[config.mk]
export PLATFORM = sky130hd
export DESIGN_NAME = alu_cmd_engine
export DESIGN_NICKNAME = d
export VERILOG_FILES = /design/src/rtl/alu_pkg.sv /design/src/rtl/alu_core.sv /design/src/rtl/alu_cmd_engine.sv
export SDC_FILE = /design/constraint.sdc
export NUM_CORES = 1
export LEC_CHECK = 0
export BUFFER_PORTS_ARGS = -buffer_cell sky130_fd_sc_hd__buf_2
export CAP_MARGIN = 10
export CORE_MARGIN = 2
export CORE_UTILIZATION = 30
export CTS_CLUSTER_SIZE = 30
export DETAILED_ROUTE_END_ITERATION = 16
export PLACE_DENSITY = 0.47
export REMOVE_ABC_BUFFERS = 1
export SYNTH_ARGS = -nofsm -noshare
export SYNTH_HDL_FRONTEND = slang
export SYNTH_SLANG_ARGS = --single-unit
[constraint.sdc]
create_clock -name clk -period 2.85 [get_ports clk]
set_input_delay 0.1425 -clock clk [delete_from_list [all_inputs] [get_ports clk]]
set_output_delay 0.1425 -clock clk [all_outputs]
set_load 0.05 [all_outputs]
[src/rtl/alu_pkg.sv]
// Shared constants for the ALU command engine: data width, opcodes, FSM states.
package alu_pkg;

   localparam int unsigned DataWidth = 8;

   localparam logic [3:0] OP_ADD = 4'h0;
   localparam logic [3:0] OP_SUB = 4'h1;
   localparam logic [3:0] OP_AND = 4'h2;
   localparam logic [3:0] OP_OR  = 4'h3;
   localparam logic [3:0] OP_XOR = 4'h4;
   localparam logic [3:0] OP_NOT = 4'h5;
   localparam logic [3:0] OP_SHL = 4'h6;
   localparam logic [3:0] OP_SHR = 4'h7;
   localparam logic [3:0] OP_EQ  = 4'h8;
   localparam logic [3:0] OP_GT  = 4'h9;
   localparam logic [3:0] OP_LT  = 4'hA;

   typedef enum logic [1:0] {
      StIdle,
      StExec,
      StResp
   } state_e;

endpackage

[src/rtl/alu_core.sv]
// Purely combinational ALU: one result byte plus carry/borrow and illegal-opcode flags.
module alu_core
   import alu_pkg::*;
(
   input  logic [DataWidth-1:0] a_i,
   input  logic [DataWidth-1:0] b_i,
   input  logic [3:0]           sel_i,
   output logic [DataWidth-1:0] out_o,
   output logic                 carry_o,
   output logic                 err_o
);

   logic [DataWidth:0] sum;
   logic [DataWidth:0] diff;

   // Top bit of the widened difference is the borrow (set when A < B).
   assign sum  = {1'b0, a_i} + {1'b0, b_i};
   assign diff = {1'b0, a_i} - {1'b0, b_i};

   // Decode the select code; unlisted codes give a zero result with err set.
   always_comb begin
      out_o   = '0;
      carry_o = 1'b0;
      err_o   = 1'b0;
      case (sel_i)
         OP_ADD: {carry_o, out_o} = sum;
         OP_SUB: {carry_o, out_o} = diff;
         OP_AND: out_o = a_i & b_i;
         OP_OR:  out_o = a_i | b_i;
         OP_XOR: out_o = a_i ^ b_i;
         OP_NOT: out_o = ~a_i;
         OP_SHL: begin
            out_o   = {a_i[DataWidth-2:0], 1'b0};
            carry_o = a_i[DataWidth-1];
         end
         OP_SHR: begin
            out_o   = {1'b0, a_i[DataWidth-1:1]};
            carry_o = a_i[0];
         end
         OP_EQ:  out_o = (a_i == b_i) ? 8'h01 : 8'h00;
         OP_GT:  out_o = (a_i > b_i)  ? 8'h01 : 8'h00;
         OP_LT:  out_o = (a_i < b_i)  ? 8'h01 : 8'h00;
         default: err_o = 1'b1;
      endcase
   end

endmodule

[src/rtl/alu_cmd_engine.sv]
// Single-command-in-flight ALU engine with accumulator, valid/ready command and response ports.
module alu_cmd_engine
   import alu_pkg::*;
#(
   parameter logic [DataWidth-1:0] ACC_INIT = 8'h00
) (
   input  logic                 clk,
   input  logic                 rst,
   input  logic                 cmd_valid,
   output logic                 cmd_ready,
   input  logic [3:0]           cmd_op,
   input  logic [DataWidth-1:0] cmd_a,
   input  logic [DataWidth-1:0] cmd_b,
   input  logic                 cmd_use_acc,
   output logic                 rsp_valid,
   input  logic                 rsp_ready,
   output logic [DataWidth-1:0] rsp_data,
   output logic                 rsp_zero,
   output logic                 rsp_carry,
   output logic                 rsp_err,
   output logic [7:0]           op_count
);

   state_e               state_q, state_d;
   logic [3:0]           op_q;
   logic [DataWidth-1:0] a_q, b_q, acc_q;
   logic [DataWidth-1:0] rsp_data_q;
   logic                 rsp_zero_q, rsp_carry_q, rsp_err_q;
   logic [7:0]           op_count_q;
   logic [DataWidth-1:0] alu_out;
   logic                 alu_carry, alu_err;
   logic                 cmd_fire, rsp_fire;

   alu_core u_alu_core (
      .a_i     (a_q),
      .b_i     (b_q),
      .sel_i   (op_q),
      .out_o   (alu_out),
      .carry_o (alu_carry),
      .err_o   (alu_err)
   );

   // Handshakes and outputs; cmd_ready is gated by rst so it is low throughout reset.
   always_comb begin
      cmd_ready = (state_q == StIdle) && !rst;
      rsp_valid = (state_q == StResp);
      cmd_fire  = cmd_valid && cmd_ready;
      rsp_fire  = rsp_valid && rsp_ready;
      rsp_data  = rsp_data_q;
      rsp_zero  = rsp_zero_q;
      rsp_carry = rsp_carry_q;
      rsp_err   = rsp_err_q;
      op_count  = op_count_q;
   end

   // Next-state logic: IDLE -> EXEC -> RESP -> IDLE, no bypass from RESP.
   always_comb begin
      state_d = state_q;
      unique case (state_q)
         StIdle:  if (cmd_fire) state_d = StExec;
         StExec:  state_d = StResp;
         StResp:  if (rsp_fire) state_d = StIdle;
         default: state_d = StIdle;
      endcase
   end

   // State register.
   always_ff @(posedge clk or posedge rst) begin
      if (rst) state_q <= StIdle;
      else     state_q <= state_d;
   end

   // Datapath: capture command, register result, update accumulator and counter.
   always_ff @(posedge clk or posedge rst) begin
      if (rst) begin
         op_q        <= '0;
         a_q         <= '0;
         b_q         <= '0;
         acc_q       <= ACC_INIT;
         rsp_data_q  <= '0;
         rsp_zero_q  <= 1'b0;
         rsp_carry_q <= 1'b0;
         rsp_err_q   <= 1'b0;
         op_count_q  <= '0;
      end else begin
         if (cmd_fire) begin
            op_q <= cmd_op;
            a_q  <= cmd_use_acc ? acc_q : cmd_a;
            b_q  <= cmd_b;
         end
         if (state_q == StExec) begin
            rsp_data_q  <= alu_out;
            rsp_zero_q  <= (alu_out == '0);
            rsp_carry_q <= alu_carry;
            rsp_err_q   <= alu_err;
            if (!alu_err) acc_q <= alu_out;
         end
         if (rsp_fire) op_count_q <= op_count_q + 8'd1;
      end
   end

endmodule

==> impl_results.md, run 1 <==
- Final hold slack: roughly 0.046 ns
- Core footprint: about 11000 sq um
- Initial DRC Count: 195
- Vias in the first global route: ~2900
- DRT met1 WL: around 4500 um
- Post-Route WL: a little under 10000 um
- Worst-margin pin slew: around 1.0 ns
- Setup CP Type: flop to flop
- Num rows: 38
- Congestion Overflow GR: 0
- Met2 routed WL: about 4500 um
- Tot GR Track Use: ~17%
- Initial antenna violation count: 0
- Ports: 46
- Unrepaired setup endpoints after global routing: true
- First-pass GRT wire length: approximately 15000 um
- Root buffer cell: clkbuf_16
- # diodes: 0
- Count of different cell masters after synthesis: 66
- Crit end category: flop
- Max-cap violations: 0
- Asr flop ratio synth: 100%
- Chip height: between 100 and 150 um
- Clock slew at reported path FFs: ~0.07 ns
- Die width: approximately 110 um
- Worst Skew: 0.00531 ns
- Worst Hold Depth: 3
- Leak: ~2 nW
- Antenna violation net count after detailed routing: 0
- Max clock buf depth: 2
- Vias: approximately 3000
- # H-tree levels: 2
- Nets: 477
- Critical Path AT: between 2 and 3 ns
- Pwr/cell area: approximately 1100 nW/um^2
- Largest net degree at the start of global routing: 50
- Vias per inst: around 5.3
- Port Buf Inserts: 45
- Initial core utilization: between 30% and 40%
- Hold Path Sink: b_q[3]$_DFFE_PP0P_
- Max Used Layer: met4
- Die area: about 12000 sq um
- Post-synth top flop: dfrtp_1
- Max frequency: 0.368 GHz
- Register area share after synthesis: between 30% and 40%
- R2r startpoint: a_q[0]$_DFFE_PP0P_
- Reg-to-Reg End: rsp_zero$_DFFE_PP0P_
- Fraction of layout cells with a size suffix above 1: ~25%
- Reg2reg path depth: 12
- Gp weighted congestion: 0.873
- Worst endpoint required time: just over 3 ns
- Hold WC Path Type: input pin to flop
- Setup slack, reg-to-reg: around 0.13 ns
- # setup viols final: 0
- EDFF count, synth: 0
- WL met3: about 520 um
- CTS tree: yes
- Min-delay src: cmd_b[3]
- P&R area growth vs syn: 19.9%
- Drc violations: 0
- Yosys warns: 0
- Fin area: between 4000 and 5000 sq um
- Max_slew headroom: between 30% and 40%
- Clk sinks: between 40 and 50
- Placed cell area: roughly 3800 sq um
- Synthesized instance count: about 370
- Outcome: finished clean
- Setup TNS: 0 ns
- Syn Std Cell Area: approximately 3400 sq um
- Total CTS buffers: 5
- Clock latency on the worst-skew pair: about 0.29 ns
- Hold buffers post-CTS: 0
- Max VDD drop: between 0.4 and 0.5 mV
- WL/cell: between 15 and 20 um
- Fin. Hold Viols: 0
- Post-layout utilization of the core: 37.1%
- Worst Path Max Fanout: 6
- DP Wirelength: approximately 7000 um
- Min Tclk post-route: between 2 and 3 ns
- #FFs+latches synth: about 50
- Worst setup SP type: flop
- Mean Syn Cell Area: ~9 sq um
- Drt first pass iters: 5
- Final worst-path cycle share: 95.5%
- Fillers: about 1100
- Fin. max-slew vios: 0
-- cells by family after synthesis --
family | Yosys count | share of synthesized area [%]
adders and majority gates | 27 | 10.4
DFF | 49 | 36.2
xor gates and xnor gates | 9 | 2.33
and+or+nand+nor | 118 | 17.7
muxes | 17 | 5.95
AOI/OAI and AO/OA | 102 | 21.1
buffers and inverters | 47 | 6.21
-- where the power goes --
group	switching (mW)	total [mW]	internal, mW
clock network	0.283	0.697	0.413
registers	0.236	1.16	0.923
logic	1.50	2.43	0.931
-- what timing repair did --
item	4_1_cts	5_1_grt
setup buffers	0	4
gates resized for setup	0	11
endpoints found under the setup margin	0	1
-- flip-flops by register name, summed over array words and instances (netlist names) --
signal	count
op_count	8
op_q	4
b_q	8
rsp_zero	1
rsp_data	8
rsp_carry	1
state_q	2
acc_q	8
rsp_err	1
a_q	8
-- critical path: stages, from the launching register on --
cell	delay [ns]
dfrtp_2	0.45
inv_2	0.09
ha_4	0.13
inv_2	0.04
fa_2	0.34
nor3b_4	0.16
or3_4	0.40
buf_4	0.15
o221a_2	0.24
o22a_2	0.21
o2111ai_2	0.09
nor4_2	0.07
a32o_1	0.22
-- per-layer routing --
layer / track usage, % / vias up
met5: 0 / -
met4: 3.93 / 0
met3: 2.94 / 11
met2: 27.2 / 111
met1: 23.1 / 1445
li1: - / 1432
-- cell usage after synthesis (2+ instances only) --
library cell / number / area, sq um
o41ai_1: 2 / 17.5
nor4_1: 5 / 31.3
mux2_2: 5 / 56.3
ha_1: 25 / 313
o21bai_1: 2 / 15.0
a21o_1: 6 / 45.0
o2111ai_1: 2 / 17.5
dfrtp_1: 49 / 1230
or3_1: 5 / 31.3
a221o_1: 3 / 30.0
nand3_1: 10 / 50.1
mux4_2: 2 / 45.0
xnor2_1: 6 / 52.6
mux2i_1: 10 / 100
o22ai_1: 3 / 18.8
o221a_2: 2 / 22.5
a221oi_1: 2 / 17.5
inv_1: 29 / 109
nor2b_1: 5 / 31.3
clkbuf_1: 7 / 26.3
o221ai_1: 2 / 17.5
o21a_1: 2 / 15.0
buf_4: 6 / 45.0
nand2b_1: 6 / 37.5
a211oi_1: 6 / 45.0
and3_1: 4 / 25.0
nand4_1: 3 / 18.8
nand2_1: 38 / 143
fa_1: 2 / 40.0
o21ai_0: 30 / 150
nor2_1: 23 / 86.3
a21oi_1: 21 / 105
nor3_1: 5 / 25.0
buf_2: 3 / 15.0
xor2_1: 3 / 26.3
and2_1: 4 / 25.0
o211ai_1: 2 / 15.0
-- per-stage QoR --
| stage | std cells | power, mW | worst slack [ns] |
|---|---|---|---|
| CTS | 561 | 4.18 | 0.0720 |
| finish | 565 | 4.28 | 0.129 |
| global placement | 554 | 3.47 | 0.169 |
| global route | 565 | 4.59 | -0.0425 |
| detailed placement | 554 | 3.47 | 0.101 |
| floorplan | 351 | 2.79 | -0.0276 |
-- layout by cell type, fill, tap and decap left out, drive strengths merged, types with 2 or more instances in the layout --
cell     netlist  final
buf           11     67
dfrtp         49     49
nand2         38     38
o21ai         30     30
inv           29     30
ha            25     25
nor2          24     24
a21oi         21     21
nand3         10     10
mux2i         10     10
nand2b         7      7
a21o           7      7
or3            7      7
xnor2          6      6
a211oi         6      6
nor4           6      6
nor2b          5      5
mux2           5      5
clkbuf         7      5
nor3           5      5
and3           5      5
and2           4      4
xor2           3      3
o22ai          3      3
nand4          3      3
a221o          3      3
a221oi         3      3
o21a           2      2
o21bai         2      2
o221a          2      2
o41ai          2      2
o211ai         2      2
o221ai         2      2
mux4           2      2
o22a           2      2
o2111ai        2      2
fa             2      2
-- layout make-up --
type / count / area [sq um] / area share (%)
Clock buffer: 5 / 125 / 3.08
Multi-Input combinational cell: 273 / 1990 / 49.1
Sequential cell: 49 / 1230 / 30.2
Inverter: 29 / 109 / 2.68
Timing Repair Buffer: 67 / 390 / 9.62
Tap cell: 140 / 175 / 4.32
Clock inverter: 2 / 38.8 / 0.956
-- how the worst max path moves through the flow --
stage                                 startpoint                    to  slack [ns]  cells past startpoint
final                         a_q[0]$_DFFE_PP0P_  rsp_zero$_DFFE_PP0P_        0.13                     12
after global routing          a_q[0]$_DFFE_PP0P_  rsp_zero$_DFFE_PP0P_       -0.04                     11
after CTS                     a_q[0]$_DFFE_PP0P_  rsp_zero$_DFFE_PP0P_        0.07                     11
after detailed placement      a_q[0]$_DFFE_PP0P_  rsp_zero$_DFFE_PP0P_        0.10                     11
after global placement        a_q[0]$_DFFE_PP0P_  rsp_zero$_DFFE_PP0P_        0.17                     11
after floorplan           state_q[0]$_DFFE_PP0P_   op_q[0]$_DFFE_PP0P_       -0.03                      3
No activity file was read; power rests on OpenSTA's default activity.
==> run 2: changes to the inputs <==
--- a/config.mk
+++ b/config.mk
@@ -8,10 +8,10 @@
 export BUFFER_PORTS_ARGS = -buffer_cell sky130_fd_sc_hd__buf_2
 export CAP_MARGIN = 10
 export CORE_MARGIN = 2
-export CORE_UTILIZATION = 30
+export CORE_UTILIZATION = 35
 export CTS_CLUSTER_SIZE = 30
 export DETAILED_ROUTE_END_ITERATION = 16
-export PLACE_DENSITY = 0.47
+export PLACE_DENSITY = 0.53
 export REMOVE_ABC_BUFFERS = 1
 export SYNTH_ARGS = -nofsm -noshare
 export SYNTH_HDL_FRONTEND = slang
==> constraint.sdc (replaced) <==
create_clock -name clk -period 2.96 [get_ports clk]
set_input_delay 0.148 -clock clk [delete_from_list [all_inputs] [get_ports clk]]
set_output_delay 0.148 -clock clk [all_outputs]
set_load 0.05 [all_outputs]
==> run 2 against run 1 <==
  * Clock skew rose by 0.0019 ns
  * Sequential share of layout area is 1.4 points higher
  * Via count shrank 1.5%
  * Core utilization rose by 4.4 points
  * Critical path type unchanged
  * Largest cell class unchanged
==> impl_results.md, run 2 (same netlist as run 1, synthesis figures left out) <==
- Post-CTS Setup Repair Bufs: 0 (unchanged)
- Crit end category: flop
- Final Power: 3.77 mW (-12%)
- Hold WC Path Type: input pin to flop
- Vias per inst: 5.41 (+1.9%)
- Worst endpoint required time: 3.20 ns (+0.17 ns)
- Net Sw Power: 1.86 mW (-7.7%)
- CP max stage delay: 0.45 ns (about the same)
- Antenna violation net count after detailed routing: 0 (unchanged)
- Chip height: 102 um (-7.1%)
- Hold buffers post-CTS: 0 (unchanged)
- Setup CP Type: flop to flop
- Int Pwr: 1.91 mW (-16%)
- Outcome: finished clean
- Met3 Use GR: 3.28% (+0.34 points)
- Critical Path AT: 3.05 ns (+0.15 ns)
- Fin. Hold Viols: 0 (unchanged)
- Fillers: 965 (-15%)
- Max-cap violations: 0 (unchanged)
- Total CTS buffers: 5 (unchanged)
- Worst-margin pin slew: 1.04 ns (+0.0185 ns)
- Sw frac: 49.4% (+2.3 points)
- Worst Path Max Fanout: 6 (unchanged)
- Initial antenna violation count: 0 (unchanged)
- P&R area growth vs syn: 14.5%
- Seq pwr share: 29.6% (+2.6 points)
- Pwr/cell area: 972 nW/um^2 (-7.9%)
- Fin. max-slew vios: 0 (unchanged)
- Worst path cell trace: inv_1 -> ha_1 -> inv_1 -> fa_1 -> nor3b_2 -> or3_4 -> a221oi_2 -> o22a_2 -> o2111ai_1 -> nor4_2 -> a32o_1
- Drc violations: 0 (unchanged)
- # diodes: 0 (unchanged)
- Core footprint: 9330 sq um (-15%)
- Unrepaired setup endpoints after global routing: false
- # setup viols final: 0 (unchanged)
- Leak: 1.87 nW (-4.2%)
- Min Tclk post-route: 2.81 ns (+0.0894 ns)
- Clk pwr share: 11.7% (-4.6 points)
- GR Layer Usage met1: 26.1% (+3.0 points)
- # H-tree levels: 2 (unchanged)
- Num rows: 35 (-7.9%)
- Max VDD drop: 0.445 mV (-7.9%)
- Tot GR Track Use: 18.5% (+1.8 points)
- Max_slew headroom: 30.4% (-1.2 points)
- Setup TNS: 0 ns (unchanged)
- DP Wirelength: 6920 um (-4.0%)
- Post-Route WL: 9090 um (-6.0%)
- Vias: 2953 (-1.5%)
- Final worst-path cycle share: 94.9% (-0.53 points)
- Clock slew at reported path FFs: 0.10 ns (+0.03 ns)
- Slowest stage cell, crit path: dfrtp_1
- Congestion Overflow GR: 0 (unchanged)
- Die width: 102 um (-7.1%)
- WL/cell: 16.6 um (-2.7%)
- Clk sinks: 49 (unchanged)
- Vias in the first global route: 2920 (-0.95%)
- Initial core utilization: 36.3% (+5.3 points)
- Root buffer cell: clkbuf_8
- Gates resized, CTS repair: 0 (unchanged)
- Largest net degree at the start of global routing: 50 (unchanged)
- Initial DRC Count: 168 (-14%)
- Commonest cells after routing, fill and taps aside: dfrtp_1 (49), buf_2 (45), nand2_1 (38), o21ai_0 (30), inv_1 (28)
- Gp weighted congestion: 0.975 (+12%)
- Ports: 46 (unchanged)
- Max clock buf depth: 2 (unchanged)
- Commonest non-fill, non-tap cell in the layout: dfrtp_1
- Drt first pass iters: 5 (unchanged)
- Port Buf Inserts: 45 (unchanged)
- Max frequency: 0.356 GHz (-3.2%)
- Worst Skew: 0.00720 ns (+0.00190 ns)
- Die area: 10500 sq um (-14%)
- Clock latency on the worst-skew pair: 0.31 ns (+0.02 ns)
- Fraction of layout cells with a size suffix above 1: 22.1% (-3.1 points)
- Nets: 468 (-1.9%)
- GR peak layer: met2
- Most numerous cell on the critical path: inv_1
- Worst setup SP type: flop
- Met2 Resource Use GR: 29.0% (+1.8 points)
- Power share of the combinational group: 58.6% (+1.9 points)
- First-pass GRT wire length: 14900 um (-3.4%)
- CTS tree: yes
run 2: cell count changes in the layout (fill, tap and decap cells not counted), moves of 2 or more:
cell       previous run  this run
inv_1                26        28
clkbuf_16             5         0
inv_2                 3         1
clkbuf_8              0         6
buf_4                22        13
run 2: final timing paths:
kind / startpoint / endpoint / slack, ns / cells after the start
worst max-delay path: a_q[0]$_DFFE_PP0P_ / rsp_zero$_DFFE_PP0P_ / 0.15 / 11
worst min-delay path: cmd_b[7] / b_q[7]$_DFFE_PP0P_ / 0.04 / 3
worst max register to register: a_q[0]$_DFFE_PP0P_ / rsp_zero$_DFFE_PP0P_ / 0.15 / 11
worst min register to register: op_count[7]$_DFFE_PP0P_ / op_count[7]$_DFFE_PP0P_ / 0.47 / 1
max in group asynchronous: rst / acc_q[1]$_DFFE_PP0P_ / 2.23 / 2
min in group asynchronous: rst / state_q[1]$_DFFE_PP0P_ / 0.09 / 2
run 2: per-stage QoR:
| step | worst slack (ns) | std cells | instance area [sq um] | util (%) | hold WS (ns) |
|---|---|---|---|---|---|
| floorplan | 0.0824 | 351 | 3280 | - | 0.256 |
| global placement | 0.185 | 538 | 3770 | 40.4 | 0.350 |
| detailed placement | 0.109 | 538 | 3770 | 40.4 | 0.354 |
| CTS | 0.0853 | 546 | 3870 | 41.4 | 0.0357 |
| global route | 0.0286 | 546 | 3870 | 41.5 | 0.0279 |
| finish | 0.150 | 546 | 3870 | 41.5 | 0.0390 |
run 2: critical path: cells and delay by family, from the launching register on:
kind | cells | cell delay [ns]
and+or+nand+nor | 3 | 0.84
DFF | 1 | 0.45
AOI/OAI and AO/OA | 4 | 0.77
adders and majority gates | 2 | 0.53
buffers and inverters | 2 | 0.17
run 2: layer usage:
layer  wire length, um  up-vias
met1              4240     1415
met3               532       18
met5                 0        -
met4               164        0
li1                  -     1409
met2              4150      111
run 2: power by group through the flow:
stage | combinational, mW | clock [mW] | sequential (mW)
CTS | 2.19 | 0.459 | 1.12
global route | 2.43 | 0.488 | 1.16
floorplan | 1.25 | 0 | 1.44
detailed placement | 2.18 | 0 | 1.13
finish | 2.21 | 0.442 | 1.12
global placement | 2.19 | 0 | 1.12
run 2: final cells by class:
cell class	count	area (sq um)	area share (%)
sequential	49	1230	31.6
inverter	29	109	2.81
clock inverter	2	16.3	0.420
multi-input combinational	273	1960	50.5
timing repair buffer	58	323	8.33
clock buffer	6	82.6	2.13
tap	129	161	4.17
